$ cat src/rtl/rc5_key_schedule.sv
// rc5_key_schedule
// Fills the RC5 S table in an external RAM with S[i] = P + i*Q, one write per
// cycle. Build option S_MIX_EN adds the 3*max(T,C) key-mixing pass over S and L;
// without it INIT goes straight to DONE and the L port is tied to zero.
// Every RAM-facing output comes from a flop: the *_d side of an output flop is
// the access (address/data/enable) presented during the following cycle.
module rc5_key_schedule #(
   parameter int           W  = 32,
   parameter int           T  = 26,
   parameter int           C  = 4,
   parameter logic [W-1:0] PW = 32'hB7E15163,
   parameter logic [W-1:0] QW = 32'h9E3779B9,
   localparam int          T_LENGTH = $clog2(T),
   localparam int          C_LENGTH = ($clog2(C) > 1) ? $clog2(C) : 1
) (
   input  logic                clk,
   input  logic                rst,
   input  logic                iStart,
   output logic                oBusy,
   output logic                oDone,
   output logic [T_LENGTH-1:0] oS_address,
   output logic [W-1:0]        oS_sub_i_prima,
   output logic                oS_we,
   input  logic [W-1:0]        iS_sub_i,
   output logic [C_LENGTH-1:0] oL_address,
   output logic [W-1:0]        oL_data,
   output logic                oL_we,
   input  logic [W-1:0]        iL_data
);

   localparam logic [2:0] ST_IDLE     = 3'd0;
   localparam logic [2:0] ST_INIT     = 3'd1;
   localparam logic [2:0] ST_DONE     = 3'd6;

   logic [2:0]          state_q,  state_d;
   logic [T_LENGTH-1:0] i_q,      i_d;
   logic [W-1:0]        acc_q,    acc_d;
   logic                busy_q,   busy_d;
   logic                done_q,   done_d;
   logic [T_LENGTH-1:0] s_addr_q, s_addr_d;
   logic [W-1:0]        s_data_q, s_data_d;
   logic                s_we_q,   s_we_d;

`ifdef S_MIX_EN
   localparam logic [2:0] ST_MIX_RD   = 3'd2;
   localparam logic [2:0] ST_MIX_WAIT = 3'd3;
   localparam logic [2:0] ST_MIX_A    = 3'd4;
   localparam logic [2:0] ST_MIX_B    = 3'd5;
   localparam int N   = 3 * ((T > C) ? T : C);
   localparam int RW  = $clog2(W);
   localparam int K_W = $clog2(N + 1);

   logic [C_LENGTH-1:0] j_q,      j_d;
   logic [K_W-1:0]      k_q,      k_d;
   logic [W-1:0]        a_q,      a_d;
   logic [W-1:0]        b_q,      b_d;
   logic [W-1:0]        l_q,      l_d;
   logic [C_LENGTH-1:0] l_addr_q, l_addr_d;
   logic [W-1:0]        l_data_q, l_data_d;
   logic                l_we_q,   l_we_d;
   logic [W-1:0]        a_new_s;
   logic [W-1:0]        b_new_s;
   logic [RW-1:0]       b_rot_s;

   // circular left rotate over W bits; amount 0 returns the operand
   function automatic logic [W-1:0] rotl(input logic [W-1:0] x, input logic [RW-1:0] amt);
      logic [2*W-1:0] dbl;
      dbl = {x, x} << amt;
      return dbl[2*W-1:W];
   endfunction

   // mixing datapath: A from the S word arriving now, B from the latched L word and the new A
   always_comb begin
      a_new_s = rotl(iS_sub_i + a_q + b_q, RW'(32'd3));
      b_rot_s = a_q[RW-1:0] + b_q[RW-1:0];
      b_new_s = rotl(l_q + a_q + b_q, b_rot_s);
   end
`endif

   // next-state, counters and next RAM access
   always_comb begin
      state_d  = state_q;
      i_d      = i_q;
      acc_d    = acc_q;
      busy_d   = busy_q;
      done_d   = done_q;
      s_addr_d = s_addr_q;
      s_data_d = s_data_q;
      s_we_d   = 1'b0;
`ifdef S_MIX_EN
      j_d      = j_q;
      k_d      = k_q;
      a_d      = a_q;
      b_d      = b_q;
      l_d      = l_q;
      l_addr_d = l_addr_q;
      l_data_d = l_data_q;
      l_we_d   = 1'b0;
`endif
      case (state_q)
         ST_IDLE, ST_DONE: begin
            if (iStart) begin
               state_d  = ST_INIT;
               i_d      = {T_LENGTH{1'b0}};
               acc_d    = PW + QW;
               busy_d   = 1'b1;
               done_d   = 1'b0;
               s_addr_d = {T_LENGTH{1'b0}};
               s_data_d = PW;
               s_we_d   = 1'b1;
`ifdef S_MIX_EN
               j_d      = {C_LENGTH{1'b0}};
               k_d      = {K_W{1'b0}};
               a_d      = {W{1'b0}};
               b_d      = {W{1'b0}};
`endif
            end else begin
               state_d = state_q;
            end
         end
         ST_INIT: begin
            if (i_q == T_LENGTH'(T - 1)) begin
               i_d      = {T_LENGTH{1'b0}};
               s_addr_d = {T_LENGTH{1'b0}};
`ifdef S_MIX_EN
               state_d  = ST_MIX_RD;
               l_addr_d = {C_LENGTH{1'b0}};
`else
               state_d  = ST_DONE;
               busy_d   = 1'b0;
               done_d   = 1'b1;
`endif
            end else begin
               i_d      = i_q + T_LENGTH'(1);
               s_we_d   = 1'b1;
               s_addr_d = i_q + T_LENGTH'(1);
               s_data_d = acc_q;
               acc_d    = acc_q + QW;
            end
         end
`ifdef S_MIX_EN
         ST_MIX_RD: begin
            state_d = ST_MIX_WAIT;
         end
         ST_MIX_WAIT: begin
            // read data is valid now; the S[i] write of the new A goes out next cycle
            state_d  = ST_MIX_A;
            a_d      = a_new_s;
            l_d      = iL_data;
            s_we_d   = 1'b1;
            s_data_d = a_new_s;
         end
         ST_MIX_A: begin
            state_d  = ST_MIX_B;
            b_d      = b_new_s;
            l_we_d   = 1'b1;
            l_addr_d = j_q;
            l_data_d = b_new_s;
         end
         ST_MIX_B: begin
            if (i_q == T_LENGTH'(T - 1)) begin
               i_d = {T_LENGTH{1'b0}};
            end else begin
               i_d = i_q + T_LENGTH'(1);
            end
            if (j_q == C_LENGTH'(C - 1)) begin
               j_d = {C_LENGTH{1'b0}};
            end else begin
               j_d = j_q + C_LENGTH'(1);
            end
            k_d      = k_q + K_W'(1);
            s_addr_d = i_d;
            l_addr_d = j_d;
            if (k_q == K_W'(N - 1)) begin
               state_d = ST_DONE;
               busy_d  = 1'b0;
               done_d  = 1'b1;
            end else begin
               state_d = ST_MIX_RD;
            end
         end
`endif
         default: begin
            state_d = ST_IDLE;
            busy_d  = 1'b0;
            done_d  = 1'b0;
         end
      endcase
   end

   // control and S-side output registers
   always_ff @(posedge clk or posedge rst) begin
      if (rst) begin
         state_q  <= ST_IDLE;
         i_q      <= {T_LENGTH{1'b0}};
         acc_q    <= {W{1'b0}};
         busy_q   <= 1'b0;
         done_q   <= 1'b0;
         s_addr_q <= {T_LENGTH{1'b0}};
         s_data_q <= {W{1'b0}};
         s_we_q   <= 1'b0;
      end else begin
         state_q  <= state_d;
         i_q      <= i_d;
         acc_q    <= acc_d;
         busy_q   <= busy_d;
         done_q   <= done_d;
         s_addr_q <= s_addr_d;
         s_data_q <= s_data_d;
         s_we_q   <= s_we_d;
      end
   end

   assign oBusy          = busy_q;
   assign oDone          = done_q;
   assign oS_address     = s_addr_q;
   assign oS_sub_i_prima = s_data_q;
   assign oS_we          = s_we_q;

`ifdef S_MIX_EN
   // mixing registers and L-side output registers
   always_ff @(posedge clk or posedge rst) begin
      if (rst) begin
         j_q      <= {C_LENGTH{1'b0}};
         k_q      <= {K_W{1'b0}};
         a_q      <= {W{1'b0}};
         b_q      <= {W{1'b0}};
         l_q      <= {W{1'b0}};
         l_addr_q <= {C_LENGTH{1'b0}};
         l_data_q <= {W{1'b0}};
         l_we_q   <= 1'b0;
      end else begin
         j_q      <= j_d;
         k_q      <= k_d;
         a_q      <= a_d;
         b_q      <= b_d;
         l_q      <= l_d;
         l_addr_q <= l_addr_d;
         l_data_q <= l_data_d;
         l_we_q   <= l_we_d;
      end
   end

   assign oL_address = l_addr_q;
   assign oL_data    = l_data_q;
   assign oL_we      = l_we_q;
`else
   // read ports are not needed without mixing
   logic unused_inputs_s;
   assign unused_inputs_s = &{1'b0, iS_sub_i, iL_data};

   assign oL_address = {C_LENGTH{1'b0}};
   assign oL_data    = {W{1'b0}};
   assign oL_we      = 1'b0;
`endif

endmodule

$ cat config.mk
export PLATFORM = sky130hd
export DESIGN_NAME = rc5_key_schedule
export DESIGN_NICKNAME = d
export VERILOG_FILES = /design/src/rtl/rc5_key_schedule.sv
export SDC_FILE = /design/constraint.sdc
export NUM_CORES = 1
export LEC_CHECK = 0
export ABC_AREA = 1
export CAP_MARGIN = 20
export CORE_UTILIZATION = 43
export CTS_BUF_LIST = sky130_fd_sc_hd__clkbuf_4
export DETAILED_ROUTE_END_ITERATION = 7
export PLACE_DENSITY = 0.79
export REMOVE_ABC_BUFFERS = 1
export SYNTH_ARGS = -nofsm -noshare
export SYNTH_HDL_FRONTEND = slang
export SYNTH_SLANG_ARGS = --single-unit
$ cat constraint.sdc
create_clock -name clk -period 2.2 [get_ports clk]
set_input_delay 0.33 -clock clk [delete_from_list [all_inputs] [get_ports clk]]
set_output_delay 0.33 -clock clk [all_outputs]
set_load 0.05 [all_outputs]
# Word-level counts from Yosys, hierarchy flattened
# Index checks and enable logic that the tools add are counted.
# op_classes
add_sub_neg,2
n_eq_ne,6
mux,21
reduce_logical,6
# op_table
cell,count
$mux 32,4
$pmux 32 s2,2
$add 32x32->32 const B,1
$mux 5,2
$pmux 5 s2,1
$mux 1,6
$mux 3,2
$ne 2x2->1 const B,3
$pmux 1 s2,3
$pmux 3 s2,1
$add 5x1->5 const B,1
$eq 5x5->1 const B,1
$reduce_and 2->1,2
$eq 3x1->1 const B,1
$eq 3x3->1 const B,1
$logic_not 3->1,1
$reduce_and 3->1,1
$reduce_bool 2->1,1
$reduce_or 2->1,1
# totals
ff_bits,75
elab_cells,42
output_inout_bits,75
in_bits,67

# Logic depth before layout (Yosys ltp)
# Gate-level depths: netlist (run 1).
# depth
ltp_word,4
ltp_mapped,11
mapped_depth_nobuf,11

# Worst setup path after synthesis (run 1)
# No wires, ideal clock.
# synth_timing
kind,flip-flop to flip-flop
from,register oS_address[1] (netlist name)
to,register acc_q[26]
arrival_ns,1.688
required_ns,2.062
slack_ns,0.374
stages_incl_launch_ff,12
setup_time_ns,0.138
n_path_buf,1
period_less_slack_ns,1.826
path_cell_list,dfrtp_1 -> inv_1 -> ha_1 -> nand4_2 -> nand2_4 -> nand2_4 -> inv_2 -> buf_6 -> nor2_2 -> nand2_1 -> nand2_1 -> nand3_1
# synth_rtl
item,line_no,rtl
to (signal assigned),196,acc_q <= {W{1'b0}};
to (decl),37,"logic [W-1:0] acc_q, acc_d;"

# Worst setup path after layout (run 1)
# layout_timing
from,register done_q (netlist: oDone)
to,output oDone
# layout_rtl
item,line_no,rtl
from (decl),39,"logic done_q, done_d;"
from (signal assigned),207,done_q <= done_d;
to (decl),20,"output logic oDone,"
# No word-level cell between the ends.

==> impl_metrics.yaml, run 1 <==
critical_path:
  r2r_slack_ps: 250
  critPathBufInv: 1
  crit_end: "oDone"
  r2r-end: "acc_q[15]"
  crit_path_max_fanout: 3
  worstRegToRegCells: 9
  worstSetupPathDepth: 1
  cp-end-kind: "primary output"
  rr_startpoint: "oS_address[1]"
  crit_family: "buffers and inverters"
  arrival_ps: 1710
  critPathMaxStageDelay_ps: 830
  worstPathCellList: "clkdlybuf4s50_1"
  worstSetupPathType: "reg -> out"
  startpoint: "oDone"
  crit_path_start_kind: "register"
  cp.required_ps: 1870
  critPathSlowestCell: "clkdlybuf4s50_1"
sta:
  clock.fmax_mhz: 491
  skew_ps: 13.3
  hold_viol: 0
  hold_slack_ps: 291
  fin_crit_sh_pct: 92.7
  setup_viol: 0
  final_max_slew_viol_count: 0
  worst_slew_pin_slew_ps: 514
  finalSetupTns_ps: 0
  relSlewSlack_pct: 65.6
  rsz0062_at_grt: "no"
  fin_crit_ps: 2040
  setup_ws_ps: 161
clock_tree:
  cts_tree: "built"
  cts_setup_buffers: 0
  cts_max_path_buffers: 2
  cts_hold_buf: 0
  cts_resized: 0
  cts.sinks: 73
  clk_latency_ps: 430
  htree_num_levels: 3
  cts_root_buffer: "clkbuf_4"
  cts_buffers: 9
  clkTransAtPathRegs_ps: 130
yosys:
  synthAdderAreaFrac_pct: 0.889
  netlist_area_mm2: 0.00422
  synthArstFlopShare_pct: 100
  synth_top_family_by_area: "simple AND/OR/NAND/NOR gates"
  yosys.area_share.xor_xnor_pct: 1.04
  synthSimpleGateAreaFrac_pct: 32.0
  yosys_warnings: 0
  synth_mux_area_share_pct: 0
  synthTopCellsByArea: "dfrtp_1 (43%), nand2_1 (11%), nand3_1 (7.2%)"
  synth_edf_count: 0
  synth_area_leader_cell: "dfrtp_1"
  synth_compound_area_share_pct: 9.33
  yosys-top-cells-count: "nand2_1 (127), nor2_1 (77), dfrtp_1 (73), nand3_1 (61), inv_1 (51)"
  synth_seq_area_share_pct: 43.3
  synth.most_common_cell: "nand2_1"
  synth-seq-cells: 73
  syn_area_per_cell_um2: 7.50
  synthCells: 563
  yosys.cell_types.count: 34
  synth_top_area_share_pct: 43.3
  synthFlopType: "dfrtp_1"
grt:
  grt_max_degree: 74
  grt_overflow: 0
  grt_pass1_vias: 3468
  track_usage_pct: 21.1
  antenna_found_initial: 0
  grt_pass1_wl_um: 16700
die:
  die_h_um: 101
  fp.coreArea_mm2: 0.00937
  die-area_mm2: 0.0102
  initial_core_util_pct: 45.1
  top_level_ports: 142
  die_w_um: 101
  rows: 35
layout:
  layout.nets: 678
  area_growth_pct: 14.2
  diodes: 0
  drive_gt1_share_pct: 9.14
  layout.cells.non_filler: 742
  fill_cells: 913
min_path:
  hold_path.class: "in -> async"
drt:
  viasPerCell: 4.89
  ant_nets: 0
  vias: 3627
  wire_per_inst_um: 13.1
  wl_um: 9720
  drc: 0
  first_pass_iters: 4
  drt_iter0_drc: 222
placed_design:
  dp_hpwl_um: 7040
  dpl.cell_count: 726
  gp_congestion: 0.891
  pre_cts_ws_ps: 259
  portBuffers: 42
outcome:
  status: "finished, final reports clean"
job:
  cap_violations: 0
power_and_ir_drop:
  ir_drop_mv: 0.970
  leakage_nw: 2.34
  power_density_mw_per_mm2: 1920
  fin_total_pwr_mw: 9.24
[power breakdown]
| group | switching [mW] | internal (mW) |
|---|---|---|
| sequential | 0.668 | 2.06 |
| combinational | 3.78 | 1.75 |
| clock | 0.513 | 0.470 |
[worst min-delay path: cells and delay by family]
kind / cells / cell delay (ps)
buf+inv: 3 / 800
[flip-flops by register name (all words and copies together), names as in the netlist]
| signal | count |
|---|---|
| oS_sub_i_prima | 32 |
| acc_q | 32 |
| oDone | 1 |
| oBusy | 1 |
| oS_address | 5 |
| state_q | 1 |
| oS_we | 1 |
[through the flow]
stage | cell area [um2] | util, %
finish | 4820 | 51.5
global route | 4820 | 51.5
CTS | 4820 | 51.5
detailed placement | 4650 | 49.7
global placement | 4650 | 49.7
floorplan | 4000 | -
[placed cells by master, fill, tap and decap left out, drive strengths merged, types with 4 or more instances in the layout]
master           n
a21oi           34
buf              8
clkbuf           9
clkdlybuf4s50   42
conb            35
dfrtp           73
inv             58
nand2          138
nand3           61
nand4            5
nor2            87
nor3             6
o21ai           31
xor2             4
[worst min-delay path by stage]
stage,startpoint,cells past startpoint,endpoint
floorplan,state_q[0],1,oBusy
global placement,oS_sub_i_prima[13],2,oS_sub_i_prima[13]
detailed placement,oS_sub_i_prima[13],2,oS_sub_i_prima[13]
finish,rst,3,oS_sub_i_prima[31]
CTS,rst,3,oDone
global route,rst,3,acc_q[1]
[logic make-up after synthesis]
kind of cell,after synthesis
buf+inv,107
xor+xnor,5
simple gates,300
fa+ha+maj,3
compound gates,74
other cells,1
flops,73
[cell type report]
cell class | instances | area [um2] | share of cell area, %
Tap cell | 129 | 161 | 3.35
Multi-Input combinational cell | 417 | 1960 | 40.6
Sequential cell | 73 | 1830 | 37.9
Timing Repair Buffer | 50 | 493 | 10.2
Clock inverter | 7 | 103 | 2.13
Inverter | 57 | 214 | 4.44
Clock buffer | 9 | 67.6 | 1.40
[metal layers]
| layer | global-route usage [%] | vias to the layer above | part of all wire (%) |
|---|---|---|---|
| met5 | 0 | - | 0 |
| met4 | 6.35 | 0 | 1.3 |
| met3 | 3.05 | 12 | 5.7 |
| met2 | 33.3 | 103 | 46 |
| met1 | 30.2 | 1684 | 47 |
| li1 | - | 1828 | - |
(Power assumes the default switching activity.)
==> run 2, diff against run 1 <==
--- a/config.mk
+++ b/config.mk
@@ -7,11 +7,14 @@
 export LEC_CHECK = 0
 export ABC_AREA = 1
 export CAP_MARGIN = 20
+export CORE_MARGIN = 10
 export CORE_UTILIZATION = 43
 export CTS_BUF_LIST = sky130_fd_sc_hd__clkbuf_4
 export DETAILED_ROUTE_END_ITERATION = 7
+export MAX_ROUTING_LAYER = met4
 export PLACE_DENSITY = 0.79
 export REMOVE_ABC_BUFFERS = 1
+export SKIP_LAST_GASP = 1
 export SYNTH_ARGS = -nofsm -noshare
 export SYNTH_HDL_FRONTEND = slang
 export SYNTH_SLANG_ARGS = --single-unit
==> impl_metrics.yaml, run 2 (same netlist as run 1, synthesis figures left out) <==
sta:
  setup_ws_ps: 114
  relSlewSlack_pct: 65.8
  worst_slew_pin_slew_ps: 512
  final_max_slew_viol_count: 0
  hold_slack_ps: 189
  hold_viol: 0
  clock.fmax_mhz: 479
  fin_crit_sh_pct: 94.8
  finalSetupTns_ps: 0
  setup_viol: 0
  rsz0062_at_grt: "no"
  fin_crit_ps: 2090
  skew_ps: 17.3
layout:
  multi_input_area_mm2: 0.00196
  final-seq-area_mm2: 0.00183
  most-common-layout-cells: "nand2_1 (127), nor2_1 (77), dfrtp_1 (73)"
  final_util_pct: 49.8
  fill_cells: 979
  layout.cells.non_filler: 748
  area_growth_pct: 14.2
  layout.nets: 679
  final_cell_area_mm2: 0.00482
  drive_gt1_share_pct: 9.12
  final_common_cell: "nand2_1"
clock_tree:
  clk_latency_ps: 460
  cts_tree: "built"
  cts_root_buffer: "clkbuf_4"
  cts_max_path_buffers: 2
  clkTransAtPathRegs_ps: 130
  cts_buffers: 9
  cts_hold_buf: 0
  cts.sinks: 73
  htree_num_levels: 3
placed_design:
  pre_cts_ws_ps: 174
  gp_congestion: 0.950
  dpl.cell_count: 731
  portBuffers: 42
  dp_hpwl_um: 8080
  dpl-instance-area_mm2: 0.00468
die:
  initial_core_util_pct: 43.6
  rows: 36
  top_level_ports: 142
  die_w_um: 119
  die-area_mm2: 0.0142
  fp.coreArea_mm2: 0.00968
  die_h_um: 119
drt:
  viasPerCell: 4.86
  first_pass_iters: 4
  drt_iter0_drc: 240
  drc: 0
  vias: 3634
  wl_um: 10800
  ant_nets: 0
  wire_per_inst_um: 14.5
critical_path:
  crit_family: "buffers and inverters"
  critPathMaxStageDelay_ps: 840
  cp-end-kind: "primary output"
  worstPathCellList: "clkdlybuf4s50_1"
  critPathBufInv: 1
  startpoint: "oS_address[0]"
  rr_startpoint: "oS_address[1]"
  worstSetupPathType: "reg -> out"
  crit_path_max_fanout: 4
  critPathSlowestCell: "clkdlybuf4s50_1"
  arrival_ps: 1760
  crit_path_start_kind: "register"
  cp.required_ps: 1870
power_and_ir_drop:
  p_sw_mw: 5.03
  p_seq_share_pct: 29.7
  fin_total_pwr_mw: 9.19
  leakage_nw: 2.33
  ir_drop_mv: 0.972
  power_density_mw_per_mm2: 1910
  p_comb_share_pct: 60.9
  p_int_mw: 4.16
  p_sw_share_pct: 54.7
  pwr-share-clk_pct: 9.4
grt:
  grt_pass1_wl_um: 18200
  grt_overflow: 0
  grt_pass1_vias: 3593
  grt_max_degree: 33
  antenna_found_initial: 1
  track_usage_pct: 16.1
outcome:
  status: "finished, final reports clean"
job:
  cap_violations: 0
min_path:
  hold_path.class: "in -> async"
==> run 2: cell types whose count changed in the layout (fill, tap and decap cells not counted) <==
| cell | delta |
|---|---|
| clkinv_4 | -3 |
| inv_4 | +1 |
| diode_2 | +1 |
| bufinv_16 | -1 |
| inv_2 | -1 |
| buf_12 | +1 |
| clkinv_1 | +1 |
| clkinvlp_4 | +2 |
| clkinv_2 | +1 |
==> run 2: worst register-to-register path, cell delays in order (launching register included) <==
cell	delay, ps
dfrtp_1	440
inv_1	100
ha_1	180
nand4_2	150
nand2_4	180
nand2_4	170
inv_4	280
a21oi_1	100
or2_1	220
nand3_1	60
==> run 2: area by class of cell <==
class | instances | share of cell area, %
Multi-Input combinational cell | 417 | 40.6
Sequential cell | 73 | 37.9
Timing Repair Buffer | 51 | 10.6
Inverter | 57 | 4.49
Tap cell | 133 | 3.45
Clock inverter | 7 | 1.45
Clock buffer | 9 | 1.40
Antenna cell | 1 | 0.0519
==> run 2: worst paths after layout <==
kind	end	slack, ps	depth (start not counted)
max in group asynchronous	oS_sub_i_prima[1]	1460	3
worst min register to register	oS_sub_i_prima[9]	490	2
min in group clk	oS_sub_i_prima[9]	490	2
worst max-delay path	oS_address[0]	110	1
worst max register to register	acc_q[15]	280	9
worst min-delay path	acc_q[16]	190	2
==> run 2: metal layers <==
layer  GRT usage, %  wire length [um]  vias to the layer above
met1           20.6              4980                     1670
met5              -                 0                        -
met4           5.95               195                        0
met3           4.20               747                       16
met2           24.0              4890                      112
li1               -                 -                     1836
==> run 2: power by group through the flow <==
| stage | registers [mW] | clock network [mW] | logic, mW |
|---|---|---|---|
| after floorplan | 3.88 | 0 | 2.72 |
| after detailed placement | 2.76 | 0 | 5.60 |
| final | 2.73 | 0.865 | 5.59 |
| after CTS | 2.73 | 0.894 | 5.62 |
| after global placement | 2.71 | 0 | 5.47 |
| after global routing | 2.85 | 0.951 | 6.14 |
==> run 2: repair_timing <==
item | CTS | global route
setup buffers | 0 | 0
setup endpoints to repair | 0 | 2
gates resized for setup | 0 | 2
==> run 3, diff against run 2 <==
--- a/config.mk
+++ b/config.mk
@@ -11,7 +11,6 @@
 export CORE_UTILIZATION = 43
 export CTS_BUF_LIST = sky130_fd_sc_hd__clkbuf_4
 export DETAILED_ROUTE_END_ITERATION = 7
-export MAX_ROUTING_LAYER = met4
 export PLACE_DENSITY = 0.79
 export REMOVE_ABC_BUFFERS = 1
 export SKIP_LAST_GASP = 1
==> impl_metrics.yaml, run 3 (same netlist as run 1, synthesis figures left out) <==
outcome:
  status: "finished, final reports clean"
critical_path:
  crit_family: "buffers and inverters"
  arrival_ps: 1710
  crit_path_max_fanout: 4
  cp.required_ps: 1870
  crit_path_start_kind: "register"
  critPathMaxStageDelay_ps: 840
  critPathBufInv: 1
  worstPathCellList: "clkdlybuf4s50_1"
  critPathSlowestCell: "clkdlybuf4s50_1"
  cp-end-kind: "primary output"
  worstSetupPathType: "reg -> out"
job:
  cap_violations: 0
clock_tree:
  cts_root_buffer: "clkbuf_4"
  cts_buffers: 9
  htree_num_levels: 3
  clk_latency_ps: 420
  cts_resized: 0
  clkTransAtPathRegs_ps: 130
  cts_setup_buffers: 0
  cts_hold_buf: 0
  cts.sinks: 73
  cts_tree: "built"
  cts_max_path_buffers: 2
sta:
  rsz0062_at_grt: "no"
  final_max_slew_viol_count: 0
  fin_crit_sh_pct: 92.5
  finalSetupTns_ps: 0
  fin_crit_ps: 2040
  hold_slack_ps: 255
  worst_slew_pin_slew_ps: 529
  relSlewSlack_pct: 64.7
  skew_ps: 13.5
  setup_viol: 0
  hold_viol: 0
  clock.fmax_mhz: 491
grt:
  grt_overflow: 0
  grt_pass1_vias: 3711
  antenna_found_initial: 0
  met2_usage_pct: 23.9
  grt_use_met1_pct: 19.5
  top_usage_layer: "met2"
  grt_pass1_wl_um: 18100
  grt_max_degree: 29
  gr-usage-met3_pct: 4.02
  track_usage_pct: 15.1
layout:
  final-seq-area_mm2: 0.00183
  fill_cells: 994
  most-common-layout-cells: "nand2_1 (127), nor2_1 (77), dfrtp_1 (73)"
  layout.nets: 678
  final_cell_area_mm2: 0.00482
  multi_input_area_mm2: 0.00196
  final_util_pct: 49.8
  diodes: 0
  final_common_cell: "nand2_1"
  area_growth_pct: 14.2
  layout.cells.non_filler: 746
  drive_gt1_share_pct: 8.97
drt:
  wl_um: 10700
  ant_nets: 0
  wire_per_inst_um: 14.3
  vias: 3728
  drc: 0
  viasPerCell: 5.00
  first_pass_iters: 5
  drt_iter0_drc: 190
power_and_ir_drop:
  leakage_nw: 2.33
  p_int_mw: 4.17
  p_sw_mw: 5.02
  ir_drop_mv: 1.06
  p_sw_share_pct: 54.6
  p_comb_share_pct: 60.9
  p_seq_share_pct: 29.7
  pwr-share-clk_pct: 9.4
  power_density_mw_per_mm2: 1910
die:
  top_level_ports: 142
  fp.coreArea_mm2: 0.00968
  die_h_um: 119
  die_w_um: 119
  rows: 36
  die-area_mm2: 0.0142
  initial_core_util_pct: 43.6
placed_design:
  gp_congestion: 0.914
  dp_hpwl_um: 7950
  dpl.cell_count: 730
  portBuffers: 42
  dpl-instance-area_mm2: 0.00468
min_path:
  hold_path.class: "in -> async"
-- run 3: cell types whose count changed in the layout (fill, tap and decap cells not counted), sizes merged --
cell   before  now
buf         9    8
diode       1    0
-- run 3: final cells by class --
| cell class | instances | share of cell area (%) |
|---|---|---|
| multi-input combinational | 417 | 40.6 |
| sequential | 73 | 37.9 |
| timing repair buffer | 50 | 10.7 |
| inverter | 57 | 4.44 |
| tap | 133 | 3.45 |
| clock inverter | 7 | 1.45 |
| clock buffer | 9 | 1.40 |
-- run 3: worst paths after layout --
check	from	depth (start not counted)	slack, ps	endpoint
worst max-delay path	oS_address[0]	1	160	oS_address[0]
worst min-delay path	rst	2	250	oS_sub_i_prima[31]
worst max register to register	oS_address[1]	9	180	acc_q[15]
worst min register to register	oS_sub_i_prima[17]	2	480	oS_sub_i_prima[17]
max in group asynchronous	rst	3	1400	acc_q[15]
min in group clk	oS_sub_i_prima[17]	2	480	oS_sub_i_prima[17]
-- run 3: metal layers --
metal | wire length, um | up-vias
met2 | 4820 | 125
li1 | - | 1819
met4 | 227 | 0
met5 | 0 | -
met3 | 855 | 21
met1 | 4790 | 1763
-- run 3: power groups by stage --
stage	Combinational (mW)	Clock, mW	Sequential [mW]
floorplan	2.72	0	3.88
global placement	5.49	0	2.70
detailed placement	5.62	0	2.75
CTS	5.64	0.880	2.72
global route	6.19	0.917	2.84
finish	5.60	0.862	2.73
-- run 3: stage by stage --
step	setup slack, ps	power (mW)
after floorplan	9.99	6.60
after global placement	252	8.20
after detailed placement	183	8.36
after CTS	144	9.24
after global routing	13.7	9.95
final	165	9.19
